<file path="src/rtl/mem_stage_if.sv">
`default_nettype none
// ============================================================================
//  Module      : mem_stage_if
//  Description : Handshake and bus bundle between the execute stage, the
//                memory stage, the writeback stage and the data SRAM
//                response channel.
//  Revision    : 1.0 - initial release
// ============================================================================
interface mem_stage_if;
    logic        es_to_ms_valid;
    logic [76:0] es_to_ms_bus;
    logic        ms_allowin;
    logic        ws_allowin;
    logic        ms_to_ws_valid;
    logic [69:0] ms_to_ws_bus;
    logic [38:0] ms_fwd_bus;
    logic        data_sram_data_ok;
    logic [31:0] data_sram_rdata;
    logic        ms_flush;

    // Memory stage side
    modport master (
        input  es_to_ms_valid,
        input  es_to_ms_bus,
        input  ws_allowin,
        input  data_sram_data_ok,
        input  data_sram_rdata,
        input  ms_flush,
        output ms_allowin,
        output ms_to_ws_valid,
        output ms_to_ws_bus,
        output ms_fwd_bus
    );

    // Surrounding pipeline / memory side
    modport slave (
        output es_to_ms_valid,
        output es_to_ms_bus,
        output ws_allowin,
        output data_sram_data_ok,
        output data_sram_rdata,
        output ms_flush,
        input  ms_allowin,
        input  ms_to_ws_valid,
        input  ms_to_ws_bus,
        input  ms_fwd_bus
    );
endinterface
`default_nettype wire

</file>
<file path="src/rtl/mem_stage.sv">
`default_nettype none
// ============================================================================
//  Module      : mem_stage
//  Description : Memory pipeline stage. Holds one instruction, waits for the
//                data SRAM response of loads/stores, buffers read data while
//                writeback stalls, aligns and extends load data, cancels
//                responses that belong to flushed instructions, and drives
//                the forwarding/blocking bus.
//  Options     : MS_LOAD_FWD_EN - when defined, load results forward in the
//                data_ok cycle; otherwise loads block for their whole
//                residency and never forward.
//  Revision    : 1.0 - initial release
// ============================================================================
module mem_stage (
    input  wire             clk,
    input  wire             reset,
    mem_stage_if.master     ms_if
);

    // ------------------------------------------------------------------------
    // Stage state
    // ------------------------------------------------------------------------
    logic        r_ms_valid;
    logic [76:0] r_es_bus;
    logic [31:0] r_rdata_buf;
    logic        r_rdata_buf_vld;
    logic        r_pending;
    logic [1:0]  r_cancel_cnt;

    // ------------------------------------------------------------------------
    // Field decode of the held instruction
    // ------------------------------------------------------------------------
    logic        w_mem_req;
    logic [4:0]  w_load_op;
    logic        w_res_from_mem;
    logic        w_gr_we;
    logic [4:0]  w_dest;
    logic [31:0] w_result;
    logic [31:0] w_pc;

    assign w_mem_req      = r_es_bus[76];
    assign w_load_op      = r_es_bus[75:71];
    assign w_res_from_mem = r_es_bus[70];
    assign w_gr_we        = r_es_bus[69];
    assign w_dest         = r_es_bus[68:64];
    assign w_result       = r_es_bus[63:32];
    assign w_pc           = r_es_bus[31:0];

    // ------------------------------------------------------------------------
    // Handshake
    // ------------------------------------------------------------------------
    logic w_data_ok_now;
    logic w_ms_ready_go;
    logic w_ms_allowin;
    logic w_leave;
    logic w_accept;

    // A response only belongs to the held instruction once all responses of
    // previously flushed requests have drained.
    assign w_data_ok_now  = ms_if.data_sram_data_ok && (r_cancel_cnt == 2'd0);
    assign w_ms_ready_go  = !w_mem_req || w_data_ok_now || r_rdata_buf_vld;
    assign w_ms_allowin   = !r_ms_valid || (w_ms_ready_go && ms_if.ws_allowin);
    assign w_leave        = r_ms_valid && w_ms_ready_go && ms_if.ws_allowin;
    assign w_accept       = ms_if.es_to_ms_valid && w_ms_allowin;

    assign ms_if.ms_allowin     = w_ms_allowin;
    assign ms_if.ms_to_ws_valid = r_ms_valid && w_ms_ready_go && !ms_if.ms_flush;

    // ------------------------------------------------------------------------
    // Load data alignment and extension
    // ------------------------------------------------------------------------
    logic [31:0] w_raw;
    logic [7:0]  w_byte;
    logic [15:0] w_half;
    logic [31:0] w_load_data;
    logic [31:0] w_final_result;

    assign w_raw  = r_rdata_buf_vld ? r_rdata_buf : ms_if.data_sram_rdata;
    assign w_half = w_result[1] ? w_raw[31:16] : w_raw[15:0];

    // Pick the addressed byte lane
    always_comb begin
        w_byte = w_raw[7:0];
        case (w_result[1:0])
            2'b00:   w_byte = w_raw[7:0];
            2'b01:   w_byte = w_raw[15:8];
            2'b10:   w_byte = w_raw[23:16];
            default: w_byte = w_raw[31:24];
        endcase
    end

    // Extend according to the one-hot load opcode; word load is the fallback
    always_comb begin
        w_load_data = w_raw;
        if (w_load_op[0]) begin
            w_load_data = {{24{w_byte[7]}}, w_byte};
        end else if (w_load_op[1]) begin
            w_load_data = {{16{w_half[15]}}, w_half};
        end else if (w_load_op[3]) begin
            w_load_data = {24'd0, w_byte};
        end else if (w_load_op[4]) begin
            w_load_data = {16'd0, w_half};
        end
    end

    assign w_final_result = w_res_from_mem ? w_load_data : w_result;

    assign ms_if.ms_to_ws_bus = {w_gr_we, w_dest, w_final_result, w_pc};

    // ------------------------------------------------------------------------
    // Forwarding / blocking
    // ------------------------------------------------------------------------
    logic w_fwd_valid;
    logic w_blk_valid;

`ifdef MS_LOAD_FWD_EN
    assign w_fwd_valid = r_ms_valid && w_gr_we && w_ms_ready_go;
    assign w_blk_valid = r_ms_valid && w_res_from_mem && !w_ms_ready_go;
`else
    assign w_fwd_valid = r_ms_valid && w_gr_we && w_ms_ready_go && !w_res_from_mem;
    assign w_blk_valid = r_ms_valid && w_res_from_mem;
`endif

    assign ms_if.ms_fwd_bus = {w_fwd_valid, w_blk_valid, w_dest, w_final_result};

    // ------------------------------------------------------------------------
    // Sequential state
    // ------------------------------------------------------------------------

    // Stage valid bit: flush kills the held instruction, otherwise refill on allowin
    always_ff @(posedge clk or posedge reset) begin
        if (reset) begin
            r_ms_valid <= 1'b0;
        end else if (ms_if.ms_flush) begin
            r_ms_valid <= 1'b0;
        end else if (w_ms_allowin) begin
            r_ms_valid <= ms_if.es_to_ms_valid;
        end
    end

    // Instruction payload register, only written on acceptance so it holds during stalls
    always_ff @(posedge clk or posedge reset) begin
        if (reset) begin
            r_es_bus <= 77'd0;
        end else if (w_accept) begin
            r_es_bus <= ms_if.es_to_ms_bus;
        end
    end

    // Keep read data that arrived while writeback was stalled
    always_ff @(posedge clk or posedge reset) begin
        if (reset) begin
            r_rdata_buf_vld <= 1'b0;
            r_rdata_buf     <= 32'd0;
        end else if (ms_if.ms_flush || w_leave) begin
            r_rdata_buf_vld <= 1'b0;
        end else if (w_data_ok_now && r_ms_valid && w_mem_req && !ms_if.ws_allowin) begin
            r_rdata_buf_vld <= 1'b1;
            r_rdata_buf     <= ms_if.data_sram_rdata;
        end
    end

    // Outstanding request of the held instruction; on flush its response is
    // handed over to the cancel counter instead
    always_ff @(posedge clk or posedge reset) begin
        if (reset) begin
            r_pending <= 1'b0;
        end else if (ms_if.ms_flush) begin
            r_pending <= 1'b0;
        end else if (w_accept && ms_if.es_to_ms_bus[76]) begin
            r_pending <= 1'b1;
        end else if (w_data_ok_now) begin
            r_pending <= 1'b0;
        end
    end

    // Count responses still owed to flushed instructions; a flush and a
    // discarded response in the same cycle cancel out
    always_ff @(posedge clk or posedge reset) begin
        if (reset) begin
            r_cancel_cnt <= 2'd0;
        end else begin
            case ({ms_if.ms_flush && r_pending && !w_data_ok_now && (r_cancel_cnt != 2'd3),
                   ms_if.data_sram_data_ok && (r_cancel_cnt != 2'd0)})
                2'b10:   r_cancel_cnt <= r_cancel_cnt + 2'd1;
                2'b01:   r_cancel_cnt <= r_cancel_cnt - 2'd1;
                default: r_cancel_cnt <= r_cancel_cnt;
            endcase
        end
    end

endmodule
`default_nettype wire

</file>
<file path="src/flat_wrapper.sv">
// flat-port wrapper written by rule: the top's interface ports become plain ports
module mem_stage_flat 
  (clk, reset, ms_if_es_to_ms_valid, ms_if_es_to_ms_bus, ms_if_ws_allowin, ms_if_data_sram_data_ok, ms_if_data_sram_rdata, ms_if_ms_flush, ms_if_ms_allowin, ms_if_ms_to_ws_valid, ms_if_ms_to_ws_bus, ms_if_ms_fwd_bus);
  mem_stage_if ms_if_i ();
  input  wire clk;
  input  wire reset;
  input wire logic [$bits(ms_if_i.es_to_ms_valid)-1:0] ms_if_es_to_ms_valid;
  input wire logic [$bits(ms_if_i.es_to_ms_bus)-1:0] ms_if_es_to_ms_bus;
  input wire logic [$bits(ms_if_i.ws_allowin)-1:0] ms_if_ws_allowin;
  input wire logic [$bits(ms_if_i.data_sram_data_ok)-1:0] ms_if_data_sram_data_ok;
  input wire logic [$bits(ms_if_i.data_sram_rdata)-1:0] ms_if_data_sram_rdata;
  input wire logic [$bits(ms_if_i.ms_flush)-1:0] ms_if_ms_flush;
  output wire logic [$bits(ms_if_i.ms_allowin)-1:0] ms_if_ms_allowin;
  output wire logic [$bits(ms_if_i.ms_to_ws_valid)-1:0] ms_if_ms_to_ws_valid;
  output wire logic [$bits(ms_if_i.ms_to_ws_bus)-1:0] ms_if_ms_to_ws_bus;
  output wire logic [$bits(ms_if_i.ms_fwd_bus)-1:0] ms_if_ms_fwd_bus;
  assign ms_if_i.es_to_ms_valid = ms_if_es_to_ms_valid;
  assign ms_if_i.es_to_ms_bus = ms_if_es_to_ms_bus;
  assign ms_if_i.ws_allowin = ms_if_ws_allowin;
  assign ms_if_i.data_sram_data_ok = ms_if_data_sram_data_ok;
  assign ms_if_i.data_sram_rdata = ms_if_data_sram_rdata;
  assign ms_if_i.ms_flush = ms_if_ms_flush;
  assign ms_if_ms_allowin = ms_if_i.ms_allowin;
  assign ms_if_ms_to_ws_valid = ms_if_i.ms_to_ws_valid;
  assign ms_if_ms_to_ws_bus = ms_if_i.ms_to_ws_bus;
  assign ms_if_ms_fwd_bus = ms_if_i.ms_fwd_bus;
  mem_stage u_core (.clk(clk), .reset(reset), .ms_if(ms_if_i));
endmodule
</file>
<file path="config.mk">
export PLATFORM = sky130hd
export DESIGN_NAME = mem_stage_flat
export DESIGN_NICKNAME = d
export VERILOG_FILES = /design/src/rtl/mem_stage_if.sv /design/src/rtl/mem_stage.sv /design/src/flat_wrapper.sv
export SDC_FILE = /design/constraint.sdc
export NUM_CORES = 1
export LEC_CHECK = 0
export BUFFER_PORTS_ARGS = -buffer_cell sky130_fd_sc_hd__buf_2
export CELL_PAD_IN_SITES_DETAIL_PLACEMENT = 0
export CELL_PAD_IN_SITES_GLOBAL_PLACEMENT = 1
export CORE_MARGIN = 2
export CORE_UTILIZATION = 42
export DETAILED_ROUTE_END_ITERATION = 16
export GPL_ROUTABILITY_DRIVEN = 0
export PLACE_DENSITY = 0.95
export SYNTH_ARGS = -nofsm -noshare
export SYNTH_HDL_FRONTEND = slang
export SYNTH_SLANG_ARGS = --single-unit
</file>
<file path="constraint.sdc">
create_clock -name clk -period 7.2 [get_ports clk]
set_input_delay 1.44 -clock clk [delete_from_list [all_inputs] [get_ports clk]]
set_output_delay 1.44 -clock clk [all_outputs]
set_load 0.005 [all_outputs]
</file>
[Word level (Yosys, flattened, before mapping)]
Cells that the tools add are included.
Storage, ports and cells
  bits in registers: 114
  bits of input ports: 115
  word-level logic and storage cells: 66
Cells by class
  $add $sub $neg: 2
  equal/unequal tests: 5
  multiplexer cells: 16
  bitwise gates (word level): 1
  reduce and logical (&&, ||, !) cells: 36
Operators by type and width (number)
  two-way mux 32 bit: 6
  one-hot mux 8 bit (3 select lines): 1
  logical AND 1 bit: 18
  two-way mux 16 bit: 1
  nonzero test 2 bit: 4
  two-way mux 1 bit: 7
  logical NOT 1 bit: 6
  equality test 2 x 1 -> 1 bit (second input constant): 2
  equality test 2 bit (second input constant): 2
  logical NOT 2 bit: 2
  logical OR 1 bit: 4
  one-hot mux 2 bit (2 select lines): 1
  nonzero test 3 bit: 1
  adder 2 x 1 -> 2 bit (second input constant): 1
  inequality test 2 bit (second input constant): 1
  AND reduction 2 bit: 1
  subtractor 2 x 1 -> 2 bit (second input constant): 1
  inverter 1 bit: 1

[Longest topological paths before layout]
  depth in word-level cells: 10
  depth in mapped cells: 8
  gate-level depth less buffers: 7

[Least setup slack after synthesis]
No wires, ideal clock.
  kind: input-to-output
  from: input ms_if_data_sram_rdata[31]
  to: output ms_if_ms_to_ws_bus[50]
  data arrival time: 2743 ps
  data required time: 5760 ps
  slack: 3017 ps
  stages: 6
  buffers on the path: 2
  path through: mux4_2 and4_1 a31oi_2 buf_4 nand2_1 buf_4
Between the ends
  longest elaborated chain between the ends: 5
  elaborated cells between the ends (all ways): 6
  those cells by class: 6 x mux
RTL lines
  from (decl): line flat_wrapper.sv:11  | input wire logic [$bits(ms_if_i.data_sram_rdata)-1:0] ms_if_data_sram_rdata;
  two-way mux 32 bit (*): line mem_stage.sv:78  | assign w_raw = r_rdata_buf_vld ? r_rdata_buf : ms_if.data_sram_rdata;
  two-way mux 16 bit: line mem_stage.sv:79  | assign w_half = w_result[1] ? w_raw[31:16] : w_raw[15:0];
  two-way mux 32 bit: line mem_stage.sv:97  | end else if (w_load_op[1]) begin
  two-way mux 32 bit (*): line mem_stage.sv:95  | if (w_load_op[0]) begin
  two-way mux 32 bit (*): line mem_stage.sv:106  | assign w_final_result = w_res_from_mem ? w_load_data : w_result;
  to (decl): line flat_wrapper.sv:15  | output wire logic [$bits(ms_if_i.ms_to_ws_bus)-1:0] ms_if_ms_to_ws_bus;
Every way passes the cells marked *; elsewhere a longest branch is shown, timed or not.

[Worst setup path after layout]
  from: register u_core.r_rdata_buf_vld
  to: output ms_if_ms_to_ws_bus[55]
Between the ends
  longest elaborated chain between the ends: 6
  elaborated cells between the ends (all ways): 8
  those cells by class: 8 x mux
RTL lines
  from (decl): line mem_stage.sv:26  | logic r_rdata_buf_vld;
  from (signal assigned): line mem_stage.sv:153  | r_rdata_buf_vld <= 1'b0;
  from (signal assigned): line mem_stage.sv:156  | r_rdata_buf_vld <= 1'b0;
  from (signal assigned): line mem_stage.sv:158  | r_rdata_buf_vld <= 1'b1;
  two-way mux 32 bit (*): line mem_stage.sv:78
  two-way mux 32 bit: line mem_stage.sv:101  | end else if (w_load_op[4]) begin
  two-way mux 32 bit: line mem_stage.sv:99  | end else if (w_load_op[3]) begin
  two-way mux 32 bit: line mem_stage.sv:97
  two-way mux 32 bit (*): line mem_stage.sv:95
  two-way mux 32 bit (*): line mem_stage.sv:106
Marked as above.

==> metrics.yaml <==
status:
  status: "finished, final reports clean"
global_route:
  grt_pass1_wl_mm: 24.93
  grt_use_total: 0.2030
  grt_max_degree: 69
  grt_pass1_vias: 4733
  overflow: 0
  antenna_found_initial: 3
clock_network:
  post_cts.repair.setup_buffers: 0
  cts_tree: "built"
  cts_num_sinks: 113
  clockBufferDepth: 2
  cts_max_level: 4
  cts_root_buffer: "clkbuf_16"
  clock_latency_ns: 0.42
  cts_resized: 0
  cts_hold_buf: 0
  cts_made_buffers: 17
  clkSlewWorstSetupHoldPaths_ns: 0.05
sta:
  hold_slack_ns: 0.4948
  setup_tns_ns: 0
  grt_setup_unrepaired: "no"
  max_slew_margin: 0.2878
  final-hold-violation-count: 0
  tightest_slew_ns: 1.068
  max_freq_ghz: 0.1975
  final.min_clock_period_ns: 5.063
  setup_viol: 0
  drv_slew: 0
  period_share: 0.7032
  skew_ns: 0.01265
worst_setup_path:
  critPathCaptureType: "output port"
  crit_required_ns: 5.76
  critPathTopFamily: "compound AO/OA/AOI/OAI gates"
  slowest_delay_ns: 1.05
  worstSetupPathType: "register to output port"
  cp_slowest_cell: "dfrtp_2"
  start_kind: "register"
  worst-path-buf-inv: 1
  critPathMaxFanout: 43
  path_cells: "mux2i_1 -> a222oi_1 -> a31oi_2 -> o221ai_1 -> buf_2"
  cp.arrival_ns: 3.62
cells_and_area:
  syn_to_final_growth_pct: 20.55
  layout_commonest_cell: "buf_2"
  nets: 800
  drive_above_1_share: 0.5968
  final_cell_mix: "buf_2, mux2_2, dfrtp_1"
die:
  start_util: 0.4346
  io_pins: 226
  fp.dieW_um: 127.1
  dieArea_um2: 16150
  core_area_um2: 14640
  chipHeight_um: 127.1
  fp-row-count: 44
route:
  wl_per_cell_um: 18.16
  finalWirelength_mm: 16.01
  drc: 0
  dr_total_vias: 4584
  drt-pass1-iter-count: 5
  drtIter0Drc: 208
  antenna_left: 0
  viasPerCell: 5.197
worst_hold_path:
  hold_path_class: "register to register"
power:
  vdd_ir_drop_max_v: 0.0002279
  power.density_nw_per_um2: 295.9
  p_leak_nw: 3.672
synth:
  async_reset_ff_frac: 1.000
  syn_avg_cell_area_um2: 11.81
  synth_cell_types: 46
  ys.flop_type: "dfrtp_1"
  ys_ff_latch: 113
  yosysSeqAreaShare: 0.4444
  yosys_warnings: 0
  synth_nets: 655
  synth_edf_count: 0
  synth_area_um2: 6364
  syn_inst: 539
place:
  dpl.hpwl_mm: 11.87
  portBuffers: 224
run:
  cap_violations: 0
## metal layers
metal  wire, um  share of wire  track usage
met5         30         0.0019            0
met4        254          0.016      0.07757
met3       1227          0.077      0.07077
met2       7644           0.48       0.3314
met1       6857           0.43       0.2490
## cell type report
cell class	instances	area [um^2]
Antenna cell	1	2.502
Inverter	12	47.55
Clock buffer	18	439.2
Sequential cell	113	2830
Multi-Input combinational cell	310	2796
Timing Repair Buffer	230	1166
Fill cell	1322	6973
Tap cell	184	230.2
Clock inverter	14	158.9
## cell usage after synthesis (all sizes together), types with 2 or more instances
| cell type | count | area (um^2) |
|---|---|---|
| xnor2 | 2 | 17.52 |
| a21o | 2 | 15.01 |
| nand2 | 37 | 138.9 |
| mux2i | 11 | 110.1 |
| inv | 12 | 45.05 |
| mux2 | 130 | 1464 |
| nand4 | 2 | 12.51 |
| nor2 | 12 | 45.04 |
| dfrtp | 113 | 2828 |
| nor3 | 2 | 10.01 |
| o21ai | 5 | 25.02 |
| nor4 | 2 | 12.51 |
| clkbuf | 7 | 26.28 |
| nand2b | 2 | 12.51 |
| a31oi | 5 | 37.53 |
| a32oi | 3 | 26.28 |
| o221ai | 6 | 52.55 |
| and2 | 2 | 12.51 |
| mux4 | 14 | 315.3 |
| buf | 97 | 685.7 |
| nor2b | 23 | 143.9 |
| nand3 | 6 | 30.03 |
| a41oi | 2 | 17.52 |
| nor3b | 3 | 27.52 |
| a21oi | 23 | 115.1 |
## kinds of logic (layout without fill, tap and decap cells)
family                   after synthesis  after routing  share of synthesized area
buffers and inverters                116            274                     0.1190
other                                  0              1                          0
flip-flops                           113            113                     0.4444
adder cells (fa/ha/maj)                1              1                   0.001966
AND/OR/NAND/NOR                       95             95                    0.07511
multiplexers                         155            155                     0.2969
XOR/XNOR                               3              3                   0.004130
AO/OA/AOI/OAI                         56             56                    0.05859
## flip-flops by register name (all words and copies together), names as in the netlist
register                flops
u_core.r_ms_valid           1
u_core.r_es_bus            76
u_core.r_rdata_buf         32
u_core.r_pending            1
u_core.r_rdata_buf_vld      1
u_core.r_cancel_cnt         2
## power breakdown
part / internal [mW] / switching [mW] / leakage [nW] / total [mW]
Clock: 0.523 / 0.316 / 0.281 / 0.839
Combinational: 0.314 / 0.271 / 2.01 / 0.585
Sequential: 0.757 / 0.0899 / 1.38 / 0.847
Total: 1.59 / 0.677 / 3.67 / 2.27
## stage by stage
stage	setup slack, ns	instances	total power, mW	util	area, um^2
6_report	2.137	882	2.270	0.5238	7671
5_1_grt	1.837	881	2.403	0.5237	7669
4_1_cts	2.085	881	2.299	0.5237	7669
3_5_place_dp	2.220	849	1.450	0.4828	7071
3_3_place_gp	2.249	849	1.431	0.4828	7071
2_1_floorplan	2.773	539	1.308	-	6364
## worst paths after layout
| kind | slack (ns) | endpoint | startpoint | cells after the start |
|---|---|---|---|---|
| min in group asynchronous | 1.08 | u_core.r_es_bus[67] | reset | 2 |
| max | 2.14 | ms_if_ms_to_ws_bus[55] | u_core.r_rdata_buf_vld | 5 |
| max reg2reg | 4.03 | u_core.r_es_bus[51] | u_core.r_rdata_buf_vld | 4 |
| min reg2reg | 0.49 | u_core.r_es_bus[41] | u_core.r_es_bus[41] | 1 |
| max in group asynchronous | 4.73 | u_core.r_rdata_buf_vld | reset | 3 |
| min | 0.49 | u_core.r_es_bus[41] | u_core.r_es_bus[41] | 1 |
Note: power is estimated with default switching activity, not from simulation.
